$ cat config.mk
export PLATFORM = sky130hd
export DESIGN_NAME = note_envelope_shaper
export DESIGN_NICKNAME = d
export VERILOG_FILES = /design/src/rtl/note_envelope_shaper.sv
export SDC_FILE = /design/constraint.sdc
export NUM_CORES = 1
export LEC_CHECK = 0
export ABC_AREA = 1
export ABC_CLOCK_PERIOD_IN_PS = 6770
export CAP_MARGIN = 5
export CORE_MARGIN = 3
export CORE_UTILIZATION = 30
export DETAILED_ROUTE_END_ITERATION = 8
export DONT_BUFFER_PORTS = 1
export PLACE_DENSITY_LB_ADDON = 0.05
export SLEW_MARGIN = 20
export SYNTH_ARGS = -nofsm -noshare
export SYNTH_HDL_FRONTEND = slang
export SYNTH_SLANG_ARGS = --single-unit
$ cat constraint.sdc
create_clock -name clk_i -period 6.77 [get_ports clk_i]
set_input_delay 0.677 -clock clk_i [delete_from_list [all_inputs] [get_ports clk_i]]
set_output_delay 0.677 -clock clk_i [all_outputs]
set_load 0.05 [all_outputs]
$ cat src/rtl/note_envelope_shaper.sv
`default_nettype none
// ============================================================================
// Module   : note_envelope_shaper
// Purpose  : ADSR amplitude envelope for the tinytone sound path. A level
//            machine (IDLE/ATTACK/DECAY/SUSTAIN/RELEASE) runs once per note.
//            The level gates the raw square wave through a fast amplitude
//            PWM, and the result is registered onto sound_o.
// Ports    : clk_i, rst_i          clock, synchronous active-high reset
//            note_strb_i, rest_i  note boundary pulse, rest flag for the note
//            tone_i               raw 1-bit square wave
//            attack/decay/release_step_i  clocks per level step (0 acts as 1)
//            sustain_level_i      level held in SUSTAIN
//            sound_o              gated tone, 1 clock after tone_i
//            level_o, state_o     envelope level and state registers
// Revision : 1.0 - initial release
// ============================================================================
module note_envelope_shaper #(
    parameter int LEVEL_BW = 4,
    parameter int STEP_BW  = 16
) (
    input  logic                clk_i,
    input  logic                rst_i,
    input  logic                note_strb_i,
    input  logic                rest_i,
    input  logic                tone_i,
    input  logic [STEP_BW-1:0]  attack_step_i,
    input  logic [STEP_BW-1:0]  decay_step_i,
    input  logic [STEP_BW-1:0]  release_step_i,
    input  logic [LEVEL_BW-1:0] sustain_level_i,
    output logic                sound_o,
    output logic [LEVEL_BW-1:0] level_o,
    output logic [2:0]          state_o
);

    localparam logic [LEVEL_BW-1:0] c_LEVEL_MAX = {LEVEL_BW{1'b1}};

    typedef enum logic [2:0] {
        S_IDLE    = 3'd0,
        S_ATTACK  = 3'd1,
        S_DECAY   = 3'd2,
        S_SUSTAIN = 3'd3,
        S_RELEASE = 3'd4
    } state_t;

    state_t              r_state;
    logic [LEVEL_BW-1:0] r_level;
    logic [STEP_BW-1:0]  r_step_cnt;
    logic [LEVEL_BW-1:0] r_amp_cnt;
    logic                r_sound;

    state_t              w_next_state;
    logic [LEVEL_BW-1:0] w_next_level;
    logic [STEP_BW-1:0]  w_next_cnt;
    logic [STEP_BW-1:0]  w_step_sel;
    logic [STEP_BW-1:0]  w_step_eff;
    logic                w_tick;
    logic [LEVEL_BW-1:0] w_lvl_inc;
    logic [LEVEL_BW-1:0] w_lvl_dec;

    // Step period of the current state; a programmed 0 behaves like 1.
    always_comb begin
        w_step_sel = '0;
        case (r_state)
            S_ATTACK:  w_step_sel = attack_step_i;
            S_DECAY:   w_step_sel = decay_step_i;
            S_RELEASE: w_step_sel = release_step_i;
            default:   w_step_sel = '0;
        endcase
        w_step_eff = (w_step_sel == '0) ? STEP_BW'(1) : w_step_sel;
        w_tick     = (r_step_cnt == (w_step_eff - STEP_BW'(1)));
        w_lvl_inc  = r_level + LEVEL_BW'(1);
        w_lvl_dec  = r_level - LEVEL_BW'(1);
    end

    always_comb begin
        w_next_state = r_state;
        w_next_level = r_level;
        w_next_cnt   = '0;

        if (note_strb_i) begin
            // Retrigger keeps the current level so a new note never clicks.
            if (!rest_i)
                w_next_state = S_ATTACK;
            else if (r_level != '0)
                w_next_state = S_RELEASE;
            else
                w_next_state = S_IDLE;
        end else begin
            case (r_state)
                S_IDLE: begin
                    w_next_level = '0;
                end
                S_ATTACK: begin
                    w_next_cnt = w_tick ? '0 : r_step_cnt + STEP_BW'(1);
                    if (r_level == c_LEVEL_MAX) begin
                        w_next_state = S_DECAY;
                    end else if (w_tick) begin
                        w_next_level = w_lvl_inc;
                        if (w_lvl_inc == c_LEVEL_MAX)
                            w_next_state = S_DECAY;
                    end
                end
                S_DECAY: begin
                    w_next_cnt = w_tick ? '0 : r_step_cnt + STEP_BW'(1);
                    if (r_level <= sustain_level_i) begin
                        w_next_state = S_SUSTAIN;
                    end else if (w_tick) begin
                        w_next_level = w_lvl_dec;
                        if (w_lvl_dec <= sustain_level_i)
                            w_next_state = S_SUSTAIN;
                    end
                end
                S_SUSTAIN: begin
                    w_next_level = r_level;
                end
                S_RELEASE: begin
                    w_next_cnt = w_tick ? '0 : r_step_cnt + STEP_BW'(1);
                    if (r_level == '0) begin
                        w_next_state = S_IDLE;
                    end else if (w_tick) begin
                        w_next_level = w_lvl_dec;
                        if (w_lvl_dec == '0)
                            w_next_state = S_IDLE;
                    end
                end
                default: begin
                    w_next_state = S_IDLE;
                    w_next_level = '0;
                end
            endcase
        end

        // Every note boundary and every state change restarts the step timer.
        if (note_strb_i || (w_next_state != r_state))
            w_next_cnt = '0;
    end

    always_ff @(posedge clk_i) begin
        if (rst_i) begin
            r_state    <= S_IDLE;
            r_level    <= '0;
            r_step_cnt <= '0;
            r_amp_cnt  <= '0;
            r_sound    <= 1'b0;
        end else begin
            r_state    <= w_next_state;
            r_level    <= w_next_level;
            r_step_cnt <= w_next_cnt;
            r_amp_cnt  <= r_amp_cnt + LEVEL_BW'(1);
            r_sound    <= tone_i & (r_amp_cnt < r_level);
        end
    end

    assign sound_o = r_sound;
    assign level_o = r_level;
    assign state_o = r_state;

endmodule
`default_nettype wire
# [Word-level counts from Yosys, hierarchy flattened]
# Cells that the tools add are included.
[word_totals] regBits=28 inputBits=57 output_inout_bits=8 word_cells=60
[op_classes] add_sub_neg=5 order_cmp=3 eq_ne=12 n_mux=21 bitwise_logic=4 n_reduce_logical=10
[ops] cell="$pmux 16 s3" count=1
[ops] cell="$mux 3" count=12
[ops] cell="$mux 4" count=5
[ops] cell="$add 16x1->16 const B" count=1
[ops] cell="$eq 16x16->1" count=1
[ops] cell="$logic_not 16->1" count=1
[ops] cell="$mux 16" count=1
[ops] cell="$pmux 4 s4" count=1
[ops] cell="$sub 16x1->16 const B" count=1
[ops] cell="$pmux 3 s4" count=1
[ops] cell="$add 4x1->4 const B" count=2
[ops] cell="$eq 4x4->1 const B" count=2
[ops] cell="$le 4x4->1" count=2
[ops] cell="$logic_not 4->1" count=2
[ops] cell="$ne 2x2->1 const B" count=4
[ops] cell="$eq 3x2->1 const B" count=2
[ops] cell="$reduce_and 6->1" count=1
[ops] cell="$reduce_or 5->1" count=1
[ops] cell="$lt 4x4->1" count=1
[ops] cell="$reduce_bool 4->1" count=1
[ops] cell="$sub 4x1->4 const B" count=1
[ops] cell="$eq 3x1->1 const B" count=1
[ops] cell="$eq 3x3->1 const B" count=1
[ops] cell="$logic_not 3->1" count=1
[ops] cell="6 further kinds" count=8

# [Longest topological paths before layout]
[logic_depth] ltp_word=13 depth_mapped=31 depth_no_buf=28

# [Least setup slack after synthesis]
# No wires, ideal clock.
[synth_path] path_type="reg-to-reg" startpoint="register r_state[2], in the netlist state_o[2]" endpoint="register r_step_cnt[2]" setup_time_ps=121 t_arrival_ps=3594 t_required_ps=6649 slack_ps=3055 path_stages_with_launch=29 path_buffers=3 period_less_slack_ps=3715 path_cell_list="dfxtp_1 -> buf_6 -> inv_4 -> nand2_2 -> nor2_4 -> buf_6 -> nand2_1 -> nand3_1 -> nor2_2 -> nand2_1 -> nor2_2 -> nand2_4 -> nand2_1 -> inv_1 -> ha_1 -> xor2_1 -> xnor2_1 -> nand4_1 -> nor3_1 -> nand2_1 -> nor2_2 -> nand3_1 -> a21oi_1 -> nand2_1 -> nand2_1 -> nand2_2 -> nand2_4 -> buf_12 -> nor2_4"
[synth_via] elab_chain_cells=13 elab_cells_between_ends=27 classes_between="add/sub (1); eq/ne (6); mux (13); bitwise (1); reduce/logical (6)"
[synth_rtl] element="from (decl)" line_no="45" rtl="state_t r_state;"
[synth_rtl] element="from (signal assigned)" line_no="146" rtl="r_state <= w_next_state;"
[synth_rtl] element="$eq 3x3->1 (tied with other cells)" line_no="63, 89"
[synth_rtl] element="$pmux 16 s3" line_no="63" rtl="case (r_state)"
[synth_rtl] element="$logic_not 16->1" line_no="69" rtl="w_step_eff = (w_step_sel == '0) ? STEP_BW'(1) : w_step_sel;"
[synth_rtl] element="$mux 16" line_no="69"
[synth_rtl] element="$sub 16x1->16" line_no="70" rtl="w_tick = (r_step_cnt == (w_step_eff - STEP_BW'(1)));"
[synth_rtl] element="$eq 16x16->1" line_no="70"
[synth_rtl] element="$mux 3, on equally long branches" line_no="120, 107, 97"
[synth_rtl] element="$mux 3, on equally long branches" line_no="118, 105, 95"
[synth_rtl] element="$pmux 3 s4" line_no="89" rtl="case (r_state)"
[synth_rtl] element="$mux 3" line_no="80" rtl="if (note_strb_i) begin"
[synth_rtl] element="$ne 3x3->1" line_no="134" rtl="if (note_strb_i || (w_next_state != r_state))"
[synth_rtl] element="$logic_or 1x1->1" line_no="134"
[synth_rtl] element="$reduce_or 5->1 (no source line) (*)"
[synth_rtl] element="to (signal assigned)" line_no="148" rtl="r_step_cnt <= w_next_cnt;"
[synth_rtl] element="to (decl)" line_no="47" rtl="logic [STEP_BW-1:0] r_step_cnt;"
# Every way passes the cells marked *; elsewhere a longest branch is shown, timed or not.
# A chain may end at the register's enable or synchronous reset.

# [Final worst setup path]
[layout_path] startpoint="register r_state[0], in the netlist state_o[0]" endpoint="register r_step_cnt[9]"
# The elaborated chain is that of the path after synthesis.

==> results.md <==
- Hold crit path type: in -> reg
- Core area: 9280 um2
- Rel. slew slack: 28.7%
- Status: complete, no violations
- Sum Neg Setup Slack: 0 ps
- Design area: 3000 um2
- Clock skew: 6.62 ps
- Maximum vdd drop: 64.2 uV
- Syn Nets: 502
- Clock sinks: 28
- Detail Placement HPWL: 6270 um
- Commonest non-fill, non-tap cell in the layout: nand2_1
- Slowest cell on the critical path: dfxtp_1
- Clock Pin Slew Worst Setup and Hold Paths: 100 ps
- Yosys reg bits: 28
- Post-synth cell types: 40
- Pwr Total: 0.000476 W
- Register Area: 561 um2
- Final WS setup: 1920 ps
- Crit-path most repeated cell: nand2_1
- Total number of vias: 2569
- Sw Ratio: 41.5%
- Routed WL per cell: 13.8 um
- ANT cells: 0
- Post-CTS setup buffers: 0
- TritonCTS clock tree: yes
- Instance area after placement: 2950 um2
- Synth area leaders: dfxtp_1 (20%), nand2_1 (11%), xor2_1 (9.5%)
- Critical Path Start: state_o[0]
- Aggregate routed wire length: 7590 um
- Worst-Skew Late Latency: 280 ps
- Multi-input logic area: 2030 um2
- Internal power: 0.000279 W
- MaxCap Viol Count: 0
- Die Y: 104 um
- GRT Overall Usage: 14.1%
- CP Class: reg -> reg
- DR pass1 iterations: 4
- Switching power: 0.000197 W
- FMAX: 0.206 GHz
- Leak: 1.30 nW
- Max FO, Critical Path: 16
- CP Capture Type: register
- Sequential area share after synthesis: 19.5%
- Post-synthesis instance total: 427
- Fraction of registers with async set/reset: 0%
- Ys flop type: dfxtp_1
- Combinational share of power: 40.0%
- Final hold viol count: 0
- Placer Congestion: 0.808
- CP Data Required Time: 6940 ps
- Cell Count, Final, Fillers Out: 549
- DP Worst Slack: 1910 ps
- Cells after DPL: 546
- Largest net degree at the start of global routing: 21
- Final setup violation count: 0
- Root buffer cell: clkbuf_8
- Hold Crit Start: rst_i
- Nets: 497
- Crit share post-route: 71.7%
- Clock buffer depth: 2
- Layout area overhead: 4.31%
- Slowest stage delay, CP: 1040 ps
- # rows: 35
- DIE AREA: 10800 um2
- Detailed Route Iter0 Violations: 162
- Area leader, netlist: dfxtp_1
- RSZ-0062 raised after global routing: false
- Number of global-route vias before repair: 2440
- CTS Buf Count: 3
- Critical path launch point type: register
- Final slew viol count: 0
- Number of I/O pins: 65
- Most frequent cells in the layout: nand2_1 (83), nand3_1 (50), inv_1 (49), nor2_1 (46), xor2_1 (31)
- Layout cells sized above 1: 10.0%
- Sequential fraction of design power: 39.7%
- Syn_area_per_cell: 6.72 um2
- Global-route wire length before repair: 12500 um
- Slew @ Worst Pin: 1070 ps
- Arr. time, crit path: 5030 ps
- Final min period: 4850 ps
- Initial core utilization: 30.9%
- Initial antenna violation count: 0
- # resized after CTS: 0
- Die X-Extent: 104 um
- Fill cells: 1070
- Top cell type's share of synthesized area: 19.5%
- Grt ovf: 0
- Yosys warns: 0
- DRT antenna net count: 0
- Hold buffers post-CTS: 0
- PwrDens: 159 nW/um2
- H-tree levels: 1
- Synthesized cell area: 2870 um2
- Drt drc: 0
- Clock power share: 20.3%
- I/O Buffers: 0
- Post-synth EDFFs: 0
- Reg2reg start: state_o[0]
- Post-DR vias/cell: 4.68
[state kept, by name (all words and copies together), names as in the netlist]
name	count
level_o	4
r_amp_cnt	4
r_step_cnt	16
sound_o	1
state_o	3
[power by group through the flow]
stage          Sequential (W)  Combinational (W)  Clock (W)
2_1_floorplan        0.000190           0.000157          0
3_3_place_gp         0.000193           0.000193          0
3_5_place_dp         0.000193           0.000190          0
4_1_cts              0.000189           0.000192   0.000104
5_1_grt              0.000190           0.000219   0.000105
6_report             0.000189           0.000190  0.0000967
[metal layers]
metal  share of wire, %  track usage, %
met1                 53            20.9
met2                 41            20.6
met3                5.8            3.43
met4               0.79            2.56
met5                  0               0
[per-stage QoR]
step | hold slack (ps) | util (%)
global placement | 460 | 31.8
CTS | 442 | 32.3
detailed placement | 465 | 31.8
global route | 439 | 32.3
floorplan | 430 | -
finish | 454 | 32.3
[path summary, 6_finish.rpt]
check | end | slack (ps) | cells past startpoint
setup / recovery | r_step_cnt[9] | 1920 | 25
setup reg to reg | r_step_cnt[9] | 1920 | 25
hold / removal | r_amp_cnt[0] | 450 | 1
hold reg to reg | r_amp_cnt[0] | 480 | 1
[layout make-up]
type / count / area share [%]
clock buffer: 3 / 1.38
timing repair buffer: 1 / 0.251
sequential: 28 / 18.7
inverter: 52 / 6.60
tap: 129 / 5.39
multi-input combinational: 336 / 67.7
[synthesized netlist by cell type (8+ instances only)]
master,number
nand4_1,20
nand2_1,83
nor2_2,9
nor2_4,13
nor3_1,8
nand3_1,50
xnor2_1,9
nor2_1,46
ha_1,18
a21oi_1,12
inv_1,49
dfxtp_1,28
xor2_1,31
[critical path, delay by kind of cell, from the launching register on]
family	cells	cell delay, ps
adders and majority gates	1	210
xor gates and xnor gates	1	200
and+or+nand+nor	19	2820
DFF	1	1040
buffers and inverters	3	310
AOI/OAI and AO/OA	1	140
[logic make-up (layout without fill, tap and decap cells)]
family          Yosys count  after routing  share of synthesized area, %
simple gates            248            248                          44.4
buf+inv                  63             56                          9.89
xor+xnor                 40             40                          12.2
compound gates           30             30                          6.19
flops                    28             28                          19.5
fa+ha+maj                18             18                          7.84
Note: power is estimated with default switching activity, not from simulation.
